### src/rtl/rs_syndrome_calc.sv
// RS(255,239) syndrome calculator over GF(2^8), poly 0x11D: Horner accumulation of NSYM syndromes.
// Optional length checking (len_err output) is enabled with `define RS_LEN_CHECK_EN.
module rs_syndrome_calc #(
  parameter int N    = 255,
  parameter int NSYM = 16,
  parameter int FCR  = 0
) (
  input  logic              clk,
  input  logic              rst,
  input  logic              in_valid,
  input  logic              in_sop,
  input  logic [7:0]        in_data,
  output logic              synd_valid,
  output logic [8*NSYM-1:0] synd,
  output logic              err_det,
`ifdef RS_LEN_CHECK_EN
  output logic              len_err,
`endif
  output logic              busy
);

  localparam int CW = $clog2(N + 1);

  typedef enum logic {IDLE, ACCUM} state_t;

  function automatic logic [7:0] gf_xtime(input logic [7:0] a);
    return {a[6:0], 1'b0} ^ (a[7] ? 8'h1D : 8'h00);
  endfunction

  // With b constant this unrolls into a fixed xor network.
  function automatic logic [7:0] gf_mul(input logic [7:0] a, input logic [7:0] b);
    logic [7:0] p;
    logic [7:0] s;
    p = 8'h00;
    s = a;
    for (int i = 0; i < 8; i++) begin
      if (b[i]) p = p ^ s;
      s = gf_xtime(s);
    end
    return p;
  endfunction

  function automatic logic [7:0] gf_pow(input int e);
    logic [7:0] p;
    p = 8'h01;
    for (int i = 0; i < (e % 255); i++) p = gf_xtime(p);
    return p;
  endfunction

  state_t                     state_q;
  logic [CW-1:0]              count_q, count_d;
  logic [NSYM-1:0][7:0]       acc_q, acc_d, mul;
  logic [NSYM-1:0][7:0]       synd_q;
  logic                       synd_valid_q;
  logic                       err_det_q;
  logic                       take, sym_last;

  for (genvar j = 0; j < NSYM; j++) begin : g_mul
    localparam logic [7:0] Root = gf_pow(FCR + j);
    assign mul[j] = gf_mul(acc_q[j], Root);
  end

  // An in_sop always (re)starts a codeword, even mid-accumulation.
  always_comb begin
    acc_d    = acc_q;
    count_d  = count_q;
    take     = 1'b0;
    sym_last = 1'b0;
    if (in_valid && (in_sop || state_q == ACCUM)) begin
      take    = 1'b1;
      count_d = in_sop ? CW'(1) : count_q + CW'(1);
      for (int j = 0; j < NSYM; j++) begin
        acc_d[j] = in_sop ? in_data : (mul[j] ^ in_data);
      end
      sym_last = (count_d == CW'(N));
    end
  end

  // Output register is loaded straight from the final accumulator value,
  // leaving the accumulators free for a back-to-back codeword.
  always_ff @(posedge clk) begin
    if (rst) begin
      state_q      <= IDLE;
      count_q      <= '0;
      acc_q        <= '0;
      synd_q       <= '0;
      synd_valid_q <= 1'b0;
      err_det_q    <= 1'b0;
    end else begin
      synd_valid_q <= 1'b0;
      if (take) begin
        acc_q <= acc_d;
        if (sym_last) begin
          state_q      <= IDLE;
          count_q      <= '0;
          synd_q       <= acc_d;
          err_det_q    <= |acc_d;
          synd_valid_q <= 1'b1;
        end else begin
          state_q <= ACCUM;
          count_q <= count_d;
        end
      end
    end
  end

  assign synd    = synd_q;
  assign err_det = err_det_q;
  assign busy    = (state_q == ACCUM);

`ifdef RS_LEN_CHECK_EN
  logic overlong;
  // Extra data right after a codeword end means it was longer than N.
  assign overlong   = in_valid && !in_sop && (state_q == IDLE) && synd_valid_q;
  assign len_err    = (in_valid && in_sop && (state_q == ACCUM)) || overlong;
  assign synd_valid = synd_valid_q && !overlong;
`else
  assign synd_valid = synd_valid_q;
`endif

endmodule

### config.mk
export PLATFORM = sky130hd
export DESIGN_NAME = rs_syndrome_calc
export DESIGN_NICKNAME = d
export VERILOG_FILES = /design/src/rtl/rs_syndrome_calc.sv
export SDC_FILE = /design/constraint.sdc
export NUM_CORES = 1
export LEC_CHECK = 0
export ABC_AREA = 1
export BUFFER_PORTS_ARGS = -buffer_cell sky130_fd_sc_hd__clkbuf_2
export CAP_MARGIN = 20
export CORE_MARGIN = 10
export CORE_UTILIZATION = 55
export DETAILED_ROUTE_END_ITERATION = 7
export PLACE_DENSITY_LB_ADDON = 0.3
export SYNTH_ARGS = -nofsm -noshare
export SYNTH_HDL_FRONTEND = slang
export SYNTH_SLANG_ARGS = --single-unit
export TNS_END_PERCENT = 5
### constraint.sdc
create_clock -name clk -period 3.6 [get_ports clk]
set_clock_uncertainty 0.15 [all_clocks]
set_input_delay 1.08 -clock clk [delete_from_list [all_inputs] [get_ports clk]]
set_output_delay 1.08 -clock clk [all_outputs]
set_load 0.01 [all_outputs]
**Word-level counts from Yosys, hierarchy flattened**

Cells that the tools add are included.

- Bits in registers: 267
- Input bits: 12
- Output and inout port bits: 131
- Logic and storage cells: 255

- Add/subtract/negate cells: 1
- Eq/ne operators: 1
- Mux-type cells: 97
- Bitwise gates (word level): 113
- Reduce and logical (&&, ||, !) cells: 7

Operators by type and width:

| operator | number |
|---|---|
| 8-bit by 5-bit bitwise XOR with 8-bit output | 73 |
| 5-bit two-way mux | 73 |
| 8-bit bitwise XOR | 39 |
| 8-bit two-way mux | 19 |
| 128-bit two-way mux | 1 |
| 128-bit OR reduction | 1 |
| 8-bit by 1-bit adder with 8-bit output, second input constant | 1 |
| 8-bit == test, second input constant | 1 |
| 1-bit two-way mux | 4 |
| 2-bit AND reduction | 2 |
| 2-bit nonzero test | 1 |
| 2-bit OR reduction | 1 |
| 1-bit logical AND | 1 |
| 1-bit logical OR | 1 |
| 1-bit NOT | 1 |

**Depth between registers and ports, before layout**

- Depth in word-level cells: 19
- Gate-level depth with buffers: 22

**Worst setup path before layout**

No wires, ideal clock.

- Path type: input port to flip-flop
- Start point: input port in_sop
- End point: register err_det_q, in the netlist err_det
- Arrival: 2.650 ns
- Required time: 3.333 ns
- Slack: 0.683 ns
- Stages: 19
- Path buffers: 3
- Path through: buf_4 inv_2 buf_6 nand3_2 inv_2 buf_4 nand3_1 nand2_1 nand2_1 nor2_1 nand2_1 nor2_1 nand2_1 nor2_1 nand2_1 nor2_1 nand4_1 nor2_1 nor2_1

- Word-level cells in the longest chain between the ends: 4

Ends and longest elaborated chain:

| what | line | RTL |
|---|---|---|
| start, declared | 11 | `input logic in_sop,` |
| 1-bit logical OR or 8-bit two-way mux (tied branches) | 69, 71 |  |
| 1-bit logical AND or 8-bit == test (tied branches) | 69, 75 |  |
| 128-bit two-way mux or 1-bit two-way mux (tied branches) | 69 | `if (in_valid && (in_sop \|\| state_q == ACCUM)) begin` |
| 128-bit OR reduction or 2-bit AND reduction (tied branches) | - |  |
| end signal, assigned | 97 | `err_det_q <= \|acc_d;` |
| end, declared | 55 | `logic err_det_q;` |

Parallel ways exist; a longest one is shown, timed or not.
A chain may end at the register's enable or synchronous reset.

**Worst setup path in the final report**

- Start point: input port in_sop
- End point: register synd_q (netlist bit synd[14])

- Word-level cells in the longest chain between the ends: 4

Ends and longest elaborated chain:

| what | line | RTL |
|---|---|---|
| 8-bit two-way mux or 1-bit logical OR (tied branches) | 71, 69 |  |
| 8-bit == test or 1-bit logical AND (tied branches) | 75, 69 |  |
| 1-bit two-way mux | 69 |  |
| 2-bit AND reduction (no source line) | - |  |
| end signal, assigned | 86 | `synd_q <= '0;` |
| end signal, assigned | 96 | `synd_q <= acc_d;` |
| end, declared | 53 | `logic [NSYM-1:0][7:0] synd_q;` |

Parallel ways exist; a longest one is shown, timed or not.

==> qor.yml <==
global_routing:
  grt_max_degree: 139
  gr-max-usage-layer: "met2"
  globalRouteMet3Util_pct: 4.32
  grt_pass1_wl_um: 94100
  antenna_found_initial: 0
  track_usage_pct: 31.5
  gr-total-overflow: 0
  globalRouteMet2Util_pct: 52.3
  gr-usage-met1_pct: 39.2
  grt_pass1_vias: 17800
timing:
  fin_crit_ns: 3.14
  fin_crit_sh_pct: 87.2
  slew_violations: 0
  rsz0062_at_grt: "false"
  fmax_mhz: 319
  tns_ns: 0
  slew_headroom_pct: 47.4
  tightest_slew_ns: 0.790
  setup_viol: 0
  whs_ns: 0.312
  final_hold_viol_count: 0
worst_setup_path:
  start_kind: "primary input"
  worstPathRequired_ns: 3.93
  r2r_end: "synd[14]"
  reg2reg_slack_ns: 0.60
  worstPathArrival_ns: 3.46
  setup.worst_path.end_class: "flop"
  r2r-start: "count_q[0]"
  reg2reg_depth: 13
  crit_type: "primary input to flop"
  crit_fanout: 70
yosys:
  synthMostInstantiatedCell: "nand2_1"
  synth_compound_area_share_pct: 13.0
  ys_seq_elements: 267
  yosysSeqAreaShare_pct: 32.7
  yosysWarnings: 0
  synth_cells: 2771
  yosys.area_share.simple_pct: 42.8
  synthTopCellsByArea: "dfxtp_1 33%, nand2_1 26%, nand3_1 9.2%"
  synth_edf_count: 0
  synth_common_cells: "1129 x nand2_1, 301 x nand3_1, 267 x dfxtp_1, 237 x inv_1, 177 x o21ai_0"
  synth_nets: 2784
  ys_types: 36
  syn_area_um2: 16300
  synth_top_family_by_area: "simple AND/OR/NAND/NOR gates"
  ys.flop_type: "dfxtp_1"
  synthMuxAreaShare_pct: 0
  synth_async_sr_flop_share_pct: 0
  synth_fa_ha_area_share_pct: 0.0766
  synth_xor_area_share_pct: 1.66
  avgSynthCellArea_um2: 5.89
  synth_top_area_share_pct: 32.7
  synth_area_leader_cell: "dfxtp_1"
final_layout:
  ff_latch_area_um2: 5350
  insertedDiodeCount: 0
  syn_to_final_growth_pct: 19.1
  fin_util_pct: 66.0
  layout-drive-gt1-share_pct: 12.9
  multi_input_area_um2: 9410
  nets: 3004
  fillCellCount: 2754
route:
  firstDrtPassIters: 6
  route.detailed.drc: 0
  via_per_inst: 5.67
  first_iter_violations: 1646
  ant_nets: 0
  dr_total_vias: 19300
  routed_wl_um: 60200
  routedWlPerCell_um: 17.7
outcome:
  status: "complete, no violations"
min_path:
  hold_path_class: "flop to flop"
  whs_path_depth: 2
  min_from: "synd[22]"
  min_to: "synd[22]"
clock_network:
  clkTransAtPathRegs_ns: 0.06
  htree_levels: 1
  clkLatencyLatePin_ns: 0.56
  cts_hold_buffers: 0
  cts_sinks: 267
  cts_resized: 0
  root_buffer: "clkbuf_16"
  post_cts_buffers: 0
  cts_tree: "yes"
  cts_buffer_depth: 3
  cts_buffers: 29
pwr:
  leakage_nw: 9.91
  p_per_area_nw_per_um2: 433
  irDropWorstVdd_mv: 0.403
die:
  die_w_um: 192
  start_util_pct: 55.4
  std_cell_rows: 63
  io_pins: 143
  die-area_um2: 37000
  core_area_um2: 29500
  die_y_um: 192
placed_design:
  gp_congestion: 1.02
  place_hpwl_um: 44300
  io_buffers: 142
job:
  cap_viol_max_count: 0
## registers in the layout, summed over array words and instances, names as in the netlist
name and count:
synd 128, count_q 8, busy 1, synd_valid 1, err_det 1, acc_q 128
## layout by cell type, fill, tap and decap left out, types with 2 or more instances in the layout
cell type	Yosys	layout
clkinv_1	6	6
clkinv_2	0	6
a31oi_1	39	39
o21ai_0	177	177
nor2_2	3	3
clkbuf_16	0	29
xnor2_1	8	8
nand4_1	74	74
clkbuf_2	0	141
clkinv_4	0	2
nand2_2	2	2
clkbuf_1	54	2
o211a_1	6	6
xor2_1	23	23
o211ai_1	25	25
nand3_1	301	301
bufinv_16	0	2
nor2_1	169	169
nor3_1	4	4
clkinvlp_4	0	4
inv_2	7	5
inv_1	237	236
o21ai_1	10	10
or2_2	2	2
dfxtp_1	267	267
nand2_1	1129	1129
buf_4	12	160
buf_12	0	20
nand3b_1	5	5
a21oi_1	135	135
clkbuf_8	0	7
## kinds of logic after synthesis
family | Yosys count
AOI/OAI and AO/OA | 394
xor gates and xnor gates | 31
adders and majority gates | 1
buffers and inverters | 382
DFF | 267
and+or+nand+nor | 1696
## report_power, final
group          leakage, nW  internal, W  total [W]  switching, W
clock                0.467      0.00176    0.00303       0.00128
combinational         7.28     0.000723    0.00220       0.00148
sequential            2.17      0.00306    0.00319      0.000134
total                 9.91      0.00554    0.00842       0.00289
## worst max-delay path: stages
cell	delay, ns
clkbuf_2	0.11
inv_2	0.12
buf_12	0.23
o21ai_0	0.12
a21oi_1	0.20
nand4_1	0.13
nor4_1	0.27
nand3_1	0.25
inv_6	0.16
buf_12	0.29
buf_4	0.21
o21ai_0	0.09
a21oi_1	0.18
## through the flow
| stage | setup slack (ns) | std cells | instance area, µm² | total power, W |
|---|---|---|---|---|
| after floorplan | 0.683 | 2771 | 16300 | 0.00466 |
| after global placement | 0.0999 | 3350 | 18500 | 0.00536 |
| after detailed placement | 0.0596 | 3350 | 18500 | 0.00539 |
| after CTS | 0.560 | 3401 | 19500 | 0.00839 |
| after global routing | 0.158 | 3401 | 19500 | 0.00882 |
| final | 0.462 | 3401 | 19500 | 0.00842 |
## cell type report
class	instances	share of cell area, %
multi-input cells	2122	48.3
flip-flops and latches	267	27.5
repair buffers	321	11.9
inverters	250	4.87
clock buffers	38	4.26
well taps	390	2.51
clock inverters	13	0.682
## worst max path at each step
stage / startpoint / cells after the start / slack, ns / to
after floorplan: in_sop / 19 / 0.68 / err_det
after global placement: in_valid / 17 / 0.1 / err_det
after detailed placement: in_valid / 17 / 0.06 / err_det
after CTS: in_sop / 13 / 0.56 / synd[14]
after global routing: in_sop / 13 / 0.16 / synd[14]
final: in_sop / 13 / 0.46 / synd[14]
## per-layer routing
layer | vias up | wire length [µm] | part of all wire [%]
li1 | 9418 | - | -
met5 | - | 0 | 0
met2 | 899 | 27600 | 46
met4 | 0 | 3350 | 5.6
met1 | 8747 | 24400 | 40
met3 | 215 | 4890 | 8.1
Power figures use the tool's default switching activity.
